File: config.mk
export PLATFORM = sky130hd
export DESIGN_NAME = seg_scan_driver
export DESIGN_NICKNAME = d
export VERILOG_FILES = /design/src/rtl/seg_scan_driver.sv
export SDC_FILE = /design/constraint.sdc
export NUM_CORES = 1
export LEC_CHECK = 0
export CELL_PAD_IN_SITES_DETAIL_PLACEMENT = 0
export CELL_PAD_IN_SITES_GLOBAL_PLACEMENT = 1
export CORE_MARGIN = 2
export CORE_UTILIZATION = 30
export DETAILED_ROUTE_END_ITERATION = 6
export DONT_BUFFER_PORTS = 1
export PLACE_DENSITY_LB_ADDON = 0.12
export SYNTH_ARGS = -nofsm -noshare
export SYNTH_HDL_FRONTEND = slang
export SYNTH_SLANG_ARGS = --single-unit
File: constraint.sdc
create_clock -name clk -period 3.42 [get_ports clk]
set_clock_uncertainty 0.2 [all_clocks]
set_input_delay 0 -clock clk [delete_from_list [all_inputs] [get_ports clk]]
set_output_delay 0 -clock clk [all_outputs]
set_load 0.005 [all_outputs]
File: src/rtl/seg_scan_driver.sv
// Four-digit multiplexed 7-segment driver: shadowed display value committed at frame
// boundaries, leading-zero blanking, per-digit blink and dead-time blanking on digit change.
module seg_scan_driver #(
  parameter int BLINK_DIV = 25000000,
  parameter int DEAD_CYC  = 4
) (
  input  logic        clk,
  input  logic        rst_n,
  input  logic [1:0]  scan_sel,
  input  logic        load,
  input  logic [15:0] data_in,
  input  logic [3:0]  dp_in,
  input  logic [3:0]  blink_in,
  input  logic        lz_en,
  output logic        ack,
  output logic        pend,
  output logic [3:0]  an,
  output logic [7:0]  seg
);

  localparam int BW = $clog2(BLINK_DIV);
  localparam int DW = (DEAD_CYC < 1) ? 1 : $clog2(DEAD_CYC + 1);
  localparam logic [BW-1:0] BLINK_MAX = BW'(BLINK_DIV - 1);
  localparam logic [BW-1:0] BLINK_ONE = BW'(1);
  localparam logic [DW-1:0] DEAD_LOAD = DW'(DEAD_CYC);
  localparam logic [DW-1:0] DEAD_ONE  = DW'(1);
  localparam logic [DW-1:0] DEAD_ZERO = DW'(0);

  // Active-high {g,f,e,d,c,b,a}; b and d drawn lowercase.
  function automatic logic [6:0] hex7(input logic [3:0] n);
    case (n)
      4'h0: hex7 = 7'h3F;  4'h1: hex7 = 7'h06;  4'h2: hex7 = 7'h5B;  4'h3: hex7 = 7'h4F;
      4'h4: hex7 = 7'h66;  4'h5: hex7 = 7'h6D;  4'h6: hex7 = 7'h7D;  4'h7: hex7 = 7'h07;
      4'h8: hex7 = 7'h7F;  4'h9: hex7 = 7'h6F;  4'hA: hex7 = 7'h77;  4'hB: hex7 = 7'h7C;
      4'hC: hex7 = 7'h39;  4'hD: hex7 = 7'h5E;  4'hE: hex7 = 7'h79;  4'hF: hex7 = 7'h71;
      default: hex7 = 7'h00;
    endcase
  endfunction

  logic [1:0]    prev_sel_q;
  logic          pend_q, pend_d, ack_q, ack_d;
  logic [15:0]   pnd_data_q, pnd_data_d, shd_data_q, shd_data_d;
  logic [3:0]    pnd_dp_q, pnd_dp_d, shd_dp_q, shd_dp_d;
  logic [3:0]    pnd_blink_q, pnd_blink_d, shd_blink_q, shd_blink_d;
  logic [BW-1:0] blink_cnt_q, blink_cnt_d;
  logic          blink_off_q, blink_off_d;
  logic [DW-1:0] dead_q, dead_d;
  logic [3:0]    an_q, an_d;
  logic [7:0]    seg_q, seg_d;
  logic          frame_edge;
  logic          lz_blank;
  logic [15:0]   higher;

  // Pending capture and tear-free commit into the shadow at a frame boundary.
  always_comb begin
    pend_d      = pend_q;
    ack_d       = 1'b0;
    pnd_data_d  = pnd_data_q;
    pnd_dp_d    = pnd_dp_q;
    pnd_blink_d = pnd_blink_q;
    shd_data_d  = shd_data_q;
    shd_dp_d    = shd_dp_q;
    shd_blink_d = shd_blink_q;
    frame_edge  = (prev_sel_q == 2'd3) && (scan_sel == 2'd0);
    if (pend_q && frame_edge) begin
      shd_data_d  = pnd_data_q;
      shd_dp_d    = pnd_dp_q;
      shd_blink_d = pnd_blink_q;
      pend_d      = 1'b0;
      ack_d       = 1'b1;
    end else if (load && !pend_q) begin
      pnd_data_d  = data_in;
      pnd_dp_d    = dp_in;
      pnd_blink_d = blink_in;
      pend_d      = 1'b1;
    end else begin
      ack_d = 1'b0;
    end
  end

  // Free-running blink phase and dead-time countdown.
  always_comb begin
    blink_cnt_d = blink_cnt_q + BLINK_ONE;
    blink_off_d = blink_off_q;
    if (blink_cnt_q == BLINK_MAX) begin
      blink_cnt_d = {BW{1'b0}};
      blink_off_d = ~blink_off_q;
    end else begin
      blink_off_d = blink_off_q;
    end
    if (scan_sel != prev_sel_q) begin
      dead_d = DEAD_LOAD;
    end else if (dead_q != DEAD_ZERO) begin
      dead_d = dead_q - DEAD_ONE;
    end else begin
      dead_d = dead_q;
    end
  end

  // Next anode/segment pattern for the selected digit.
  always_comb begin
    an_d     = 4'hF;
    seg_d    = 8'hFF;
    higher   = shd_data_q >> {scan_sel, 2'b00};
    lz_blank = lz_en && (scan_sel != 2'd0) && (higher == 16'h0000);
    if (dead_d != DEAD_ZERO) begin
      an_d  = 4'hF;
      seg_d = 8'hFF;
    end else begin
      an_d = ~(4'b0001 << scan_sel);
      if (blink_off_q && shd_blink_q[scan_sel]) begin
        seg_d = 8'hFF;
      end else if (lz_blank) begin
        seg_d = {~shd_dp_q[scan_sel], 7'h7F};
      end else begin
        seg_d = ~{shd_dp_q[scan_sel], hex7(higher[3:0])};
      end
    end
  end

  // State and output registers.
  always_ff @(posedge clk or negedge rst_n) begin
    if (!rst_n) begin
      prev_sel_q  <= 2'd0;
      pend_q      <= 1'b0;
      ack_q       <= 1'b0;
      pnd_data_q  <= 16'h0000;
      pnd_dp_q    <= 4'h0;
      pnd_blink_q <= 4'h0;
      shd_data_q  <= 16'h0000;
      shd_dp_q    <= 4'h0;
      shd_blink_q <= 4'h0;
      blink_cnt_q <= {BW{1'b0}};
      blink_off_q <= 1'b0;
      dead_q      <= DEAD_ZERO;
      an_q        <= 4'hF;
      seg_q       <= 8'hFF;
    end else begin
      prev_sel_q  <= scan_sel;
      pend_q      <= pend_d;
      ack_q       <= ack_d;
      pnd_data_q  <= pnd_data_d;
      pnd_dp_q    <= pnd_dp_d;
      pnd_blink_q <= pnd_blink_d;
      shd_data_q  <= shd_data_d;
      shd_dp_q    <= shd_dp_d;
      shd_blink_q <= shd_blink_d;
      blink_cnt_q <= blink_cnt_d;
      blink_off_q <= blink_off_d;
      dead_q      <= dead_d;
      an_q        <= an_d;
      seg_q       <= seg_d;
    end
  end

  assign ack  = ack_q;
  assign pend = pend_q;
  assign an   = an_q;
  assign seg  = seg_q;

endmodule

---- Word level (Yosys, flattened, before mapping) ----
Memories as Yosys holds them, arrays and structs flattened.
Cells that the tools add are included.
storage, ports and cells
  memory bits (read-only) ................. 112
  bits in registers ....................... 93
  memories kept ........................... 1
memories
  name              words  width  rd ports  clocked after memory_dff  wr ports  line  RTL
  (name not given)  16     7      1         0                         0         31    case (n)
operators by class
  bitwise gates (word level) .............. 5
  eq/ne operators ......................... 3
  shifts and indexed selects .............. 2
  reductions and logical operators ........ 14
  mux-type cells .......................... 17
  magnitude comparators ................... 1
  add/sub/neg operators ................... 2
operator list
  kind                                                        count
  adder 25 x 1 -> 25 bit, second input constant               1
  == test 25 bit, second input constant                       1
  two-way mux 25 bit                                          1
  two-way mux 8 bit                                           3
  two-way mux 7 bit                                           3
  logical NOT 16 bit                                          1
  right shift 16 x 4 -> 16 bit                                1
  NOT 8 bit                                                   1
  logical AND 1 bit                                           6
  two-way mux 3 bit                                           2
  nonzero test 3 bit                                          2
  two-way mux 1 bit                                           5
  binary-select mux 1 bit (select 2 bit)                      2
  two-way mux 4 bit                                           1
  NOT 4 bit                                                   1
  nonzero test 2 bit                                          2
  left shift 1 x 2 -> 4 bit, first input constant             1
  less-than comparator 2 x 3 -> 1 bit, second input constant  1
  NOT 1 bit                                                   3
  subtractor 3 x 1 -> 3 bit, second input constant            1
  == test 2 bit, second input constant                        1
  logical NOT 2 bit                                           1
  != test 2 bit                                               1
  AND reduction 2 bit                                         1
  logical NOT 1 bit                                           1

---- Longest topological paths before layout ----
  word-level depth ........................ 10
  gate-level depth with buffers ........... 9

---- Worst setup path before layout ----
No wires, ideal clock.
  path kind ............................... register to register
  from .................................... reg dead_q[0]
  to ...................................... reg seg_q[2] (netlist: seg[2])
  stages on the path, launching flop included .. 9
  arrival time ............................ 2.027 ns
  library setup time ...................... 0.097 ns
  clock period less this slack ............ 2.324 ns
  slack ................................... 1.096 ns
  buffers on the path ..................... 0
  cell sequence ........................... dfrtp_1 -> inv_1 -> ha_1 -> ha_1 -> or3b_1 -> a2111oi_4 -> nand2_2 -> a21oi_4 -> o221ai_1
on the way
  word-level cells in the longest chain between the ends .. 5
  elaborated cells on any way between the ends .. 6
  classes of those cells .................. 1 x add/sub; 3 x mux; 2 x reduce/logical
RTL lines
  what                                                                    line    RTL
  from (decl)                                                             47      logic [DW-1:0] dead_q, dead_d;
  from (signal assigned)                                                  135     dead_q <= DEAD_ZERO;
  from (signal assigned)                                                  150     dead_q <= dead_d;
  subtractor 3 x 1 -> 3 bit / nonzero test 3 bit (equally long branches)  94, 93
  two-way mux 3 bit (*)                                                   93      end else if (dead_q != DEAD_ZERO) begin
  two-way mux 3 bit (*)                                                   91      if (scan_sel != prev_sel_q) begin
  nonzero test 3 bit (*)                                                  106     if (dead_d != DEAD_ZERO) begin
  two-way mux 8 bit (*)                                                   106
  via seg_d[2]                                                            49      logic [7:0] seg_q, seg_d;
  to (signal assigned)                                                    152     seg_q <= seg_d;
  to (decl)                                                               49
The timed path passes the listed nets; every way through them passes the cells marked *.
A chain may end at the register's enable or synchronous reset.

---- Final worst setup path ----
  from .................................... in scan_sel[0]
  to ...................................... reg seg_q[5] (netlist: seg[5])
on the way
  word-level cells in the longest chain between the ends .. 9
  elaborated cells on any way between the ends .. 19
  classes of those cells .................. 1 x eq/ne; 1 x shift; 9 x mux; 1 x bitwise; 6 x reduce/logical; 1 x memory
RTL lines
  what                          line  RTL
  from (decl)                   9     input logic [1:0] scan_sel,
  right shift 16 x 4 -> 16 bit  104   higher = shd_data_q >> {scan_sel, 2'b00};
  memory (16 x 7 bit)           --
  two-way mux 7 bit             113   end else if (lz_blank) begin
  two-way mux 7 bit             111   if (blink_off_q && shd_blink_q[scan_sel]) begin
  two-way mux 7 bit             106
  NOT 8 bit                     116   seg_d = ~{shd_dp_q[scan_sel], hex7(higher[3:0])};
  two-way mux 8 bit             113
  two-way mux 8 bit             111
  two-way mux 8 bit (*)         106
  via seg_d[5]                  49
The timed path passes the listed nets; every way through them passes the cells marked *. The select of a mux whose other input is x is not followed.

==> impl_metrics.xml <==
<?xml version="1.0" encoding="UTF-8"?>
<metrics>
  <group name="status">
    <metric name="outcome" unit="">finished clean</metric>
  </group>
  <group name="run">
    <metric name="drv_cap" unit="">0</metric>
  </group>
  <group name="sta">
    <metric name="worstMarginPinSlew" unit="ns">0.765</metric>
    <metric name="max_freq" unit="MHz">371</metric>
    <metric name="final.setup.tns" unit="ns">0</metric>
    <metric name="timing.final.setup_violations" unit="">0</metric>
    <metric name="layout_min_cycle_time" unit="ns">2.69</metric>
    <metric name="finalMaxSlewViolations" unit="">0</metric>
    <metric name="slew_headroom" unit="%">48.7</metric>
    <metric name="rsz0062_at_grt" unit="">false</metric>
    <metric name="setup_slack" unit="ns">0.727</metric>
    <metric name="finalCritPeriodShare" unit="%">78.7</metric>
    <metric name="finalHoldViolations" unit="">0</metric>
  </group>
  <group name="cells_and_area">
    <metric name="total_number_of_nets_in_the_final_design" unit="">442</metric>
    <metric name="finish.utilization" unit="%">36.3</metric>
    <metric name="antenna_cells_inserted" unit="">0</metric>
    <metric name="fraction_of_final_layout_cells_with_drive_strength_greater_than_1" unit="%">18.2</metric>
    <metric name="area_growth_syn_to_layout" unit="%">19.4</metric>
    <metric name="instances_no_fill" unit="">587</metric>
  </group>
  <group name="min_path">
    <metric name="hold_path_class" unit="">in -&gt; async</metric>
  </group>
  <group name="power">
    <metric name="power" unit="mW">2.90</metric>
    <metric name="irDropWorstVdd" unit="mV">0.426</metric>
    <metric name="p_leak" unit="nW">2.22</metric>
    <metric name="power.density" unit="nW/um^2">580</metric>
  </group>
  <group name="logic_synthesis">
    <metric name="synth_area" unit="sq um">4190</metric>
    <metric name="synth_seq_cells" unit="">93</metric>
    <metric name="postSynthAreaPerCell" unit="sq um">11.3</metric>
    <metric name="mappedNetlistNets" unit="">410</metric>
    <metric name="yosys.cell_types.count" unit="">43</metric>
    <metric name="netlist_instances" unit="">370</metric>
    <metric name="seq_area_frac_synth" unit="%">55.9</metric>
    <metric name="flip_flop_cell_with_the_highest_count_after_synthesis" unit="">dfrtp_1</metric>
    <metric name="yosysWarnings" unit="">0</metric>
    <metric name="synth-edff-count" unit="">0</metric>
    <metric name="synthArstFlopShare" unit="%">100</metric>
  </group>
  <group name="die">
    <metric name="chipHeight" unit="microns">122</metric>
    <metric name="core" unit="sq um">13800</metric>
    <metric name="initial_utilization" unit="%">30.4</metric>
    <metric name="pin_count" unit="">44</metric>
    <metric name="die_area" unit="sq um">14900</metric>
    <metric name="rows" unit="">43</metric>
    <metric name="dieWidth" unit="microns">122</metric>
  </group>
  <group name="cts">
    <metric name="clock_insertion_delay_worst_skew" unit="ns">0.35</metric>
    <metric name="cts_hold_repair.buffers" unit="">30</metric>
    <metric name="clock_tree.root_cell" unit="">clkbuf_16</metric>
    <metric name="clock-sinks" unit="">93</metric>
    <metric name="tritoncts_clock_tree" unit="">built</metric>
    <metric name="ctsLongestPathBuffers" unit="">2</metric>
    <metric name="setup_fix_bufs_post_cts" unit="">0</metric>
    <metric name="cts_max_level" unit="">3</metric>
    <metric name="post_cts_resized" unit="">0</metric>
    <metric name="clk_pin_slew_worst_paths" unit="ns">0.07</metric>
    <metric name="cts-buffers-inserted" unit="">9</metric>
  </group>
  <group name="critical_path">
    <metric name="worst_case_register_to_register_setup_slack" unit="ns">0.85</metric>
    <metric name="cp-end-kind" unit="">flip-flop</metric>
    <metric name="path_max_fanout" unit="">14</metric>
    <metric name="worst-r2r-cell-count" unit="">8</metric>
    <metric name="cp.required" unit="ns">3.48</metric>
    <metric name="reg2reg_to" unit="">seg[2]</metric>
    <metric name="worstSetupStartpointType" unit="">input port</metric>
    <metric name="timing.critical_path.arrival" unit="ns">2.75</metric>
    <metric name="timing.rr.start" unit="">dead_q[0]</metric>
    <metric name="worst-setup-path-type" unit="">in -&gt; reg</metric>
  </group>
  <group name="place">
    <metric name="placement.setup.worst_slack" unit="ns">0.832</metric>
    <metric name="dpl.hpwl" unit="microns">5850</metric>
    <metric name="weighted_congestion_reported_at_the_end_of_routability_driven_placement" unit="">0.733</metric>
    <metric name="placement.io_buffers" unit="">0</metric>
    <metric name="post-place-cells" unit="">541</metric>
  </group>
  <group name="global_route">
    <metric name="first_pass_grt_wire_length" unit="microns">14900</metric>
    <metric name="grt-ovfl-total" unit="">0</metric>
    <metric name="number_of_antenna_violations_at_the_first_check_in_global_routing" unit="">0</metric>
    <metric name="grt_usage" unit="%">13.3</metric>
    <metric name="grt_pass1_vias" unit="">2863</metric>
    <metric name="grt_max_degree" unit="">94</metric>
  </group>
  <group name="drt">
    <metric name="vias_per_cell" unit="">4.69</metric>
    <metric name="drtAntennaViolNets" unit="">0</metric>
    <metric name="drcViolationCount" unit="">0</metric>
    <metric name="avgRoutedWirePerCell" unit="microns">14.9</metric>
    <metric name="routed_wl" unit="microns">8720</metric>
    <metric name="routed-via-count" unit="">2754</metric>
    <metric name="firstDrtPassIters" unit="">4</metric>
    <metric name="drtIter0Drc" unit="">108</metric>
  </group>
</metrics>
## where the power goes
| group | switching, mW | total, mW | internal (mW) |
|---|---|---|---|
| clock | 0.428 | 0.961 | 0.533 |
| combinational | 0.256 | 0.524 | 0.268 |
| sequential | 0.123 | 1.42 | 1.30 |
## cell type report
type / count / area (sq um)
Timing Repair Buffer: 33 / 340
Inverter: 12 / 45.0
Sequential cell: 93 / 2340
Fill cell: 1449 / 8770
Clock inverter: 5 / 35.0
Multi-Input combinational cell: 253 / 1760
Tap cell: 180 / 225
Clock buffer: 11 / 253
## flip-flops by register name, summed over array words and instances (netlist names)
| register | count |
|---|---|
| blink_cnt_q | 25 |
| pnd_data_q | 16 |
| shd_data_q | 16 |
| seg | 8 |
| an | 4 |
| pnd_blink_q | 4 |
| pnd_dp_q | 4 |
| shd_blink_q | 4 |
| shd_dp_q | 4 |
| dead_q | 3 |
| prev_sel_q | 2 |
| ack | 1 |
| blink_off_q | 1 |
| pend | 1 |
## critical path: stages
cell           delay (ns)
dlygate4sd3_1        1.00
mux4_2               0.66
inv_1                0.15
ha_1                 0.21
nand3_1              0.08
nor3_1               0.35
a21oi_4              0.14
o211ai_1             0.15
## kinds of logic after synthesis
kind of cell,count (synthesis),synth area share [%]
XOR/XNOR,22,4.60
adder cells (fa/ha/maj),10,2.99
AND/OR/NAND/NOR,168,19.2
buffers and inverters,24,2.33
flip-flops,93,55.9
AO/OA/AOI/OAI,15,3.10
multiplexers,38,11.9
## worst max path at each step
stage / startpoint / end / slack (ns) / cells past startpoint
2_1_floorplan: dead_q[0] / seg[2] / 1.10 / 8
3_3_place_gp: dead_q[0] / seg[2] / 0.92 / 8
4_1_cts: scan_sel[0] / seg[5] / 0.71 / 8
5_1_grt: scan_sel[0] / seg[5] / 0.46 / 8
3_5_place_dp: dead_q[0] / seg[2] / 0.83 / 8
6_report: scan_sel[0] / seg[5] / 0.73 / 8
## through the flow
stage          cell area [sq um]  hold slack (ns)
3_5_place_dp                4400           -0.487
6_report                    5000           0.0156
5_1_grt                     5000           0.0878
3_3_place_gp                4400           -0.487
4_1_cts                     5000          0.00261
2_1_floorplan               4190           -0.496
## synthesized netlist by cell type (3+ instances only)
library cell	count	area, sq um
inv_1	11	41.3
mux2i_1	5	50.1
a21oi_1	5	25.0
nor2_1	24	90.1
dfrtp_1	81	2030
nand2_1	87	327
clkbuf_1	6	22.5
nand3b_1	4	30.0
nor3_1	4	20.0
xnor2_1	5	43.8
dfstp_2	12	315
nand3_1	11	55.1
xor2_1	17	149
nand2b_1	5	31.3
mux2_2	26	293
mux4_2	7	158
nor4_1	4	25.0
ha_1	10	125
buf_2	6	30.0
nand4_1	7	43.8
nor3b_1	3	22.5
nor2b_1	3	18.8
## layout by cell type, fill, tap and decap left out, drive strengths merged, types with 3 or more instances in the layout
master / n
nand3: 11
a21oi: 6
nor2b: 3
nor4: 6
dlygate4sd3: 29
mux4: 7
nand2b: 5
nor3: 4
inv: 11
buf: 4
dfstp: 12
nand3b: 4
ha: 10
nand2: 89
xor2: 17
clkbuf: 11
mux2: 26
nor2: 24
xnor2: 5
nand4: 8
dfrtp: 81
nor3b: 3
clkinv: 6
mux2i: 5
## layer usage
metal / vias up / wire, microns / global-route usage [%] / part of all wire [%]
li1: 1319 / - / - / -
met3: 9 / 360 / 4.82 / 4.1
met5: - / 0 / 0 / 0
met2: 43 / 3870 / 19.3 / 44
met1: 1383 / 4370 / 18.3 / 50
met4: 0 / 123 / 4.53 / 1.4
Note: power is estimated with default switching activity, not from simulation.
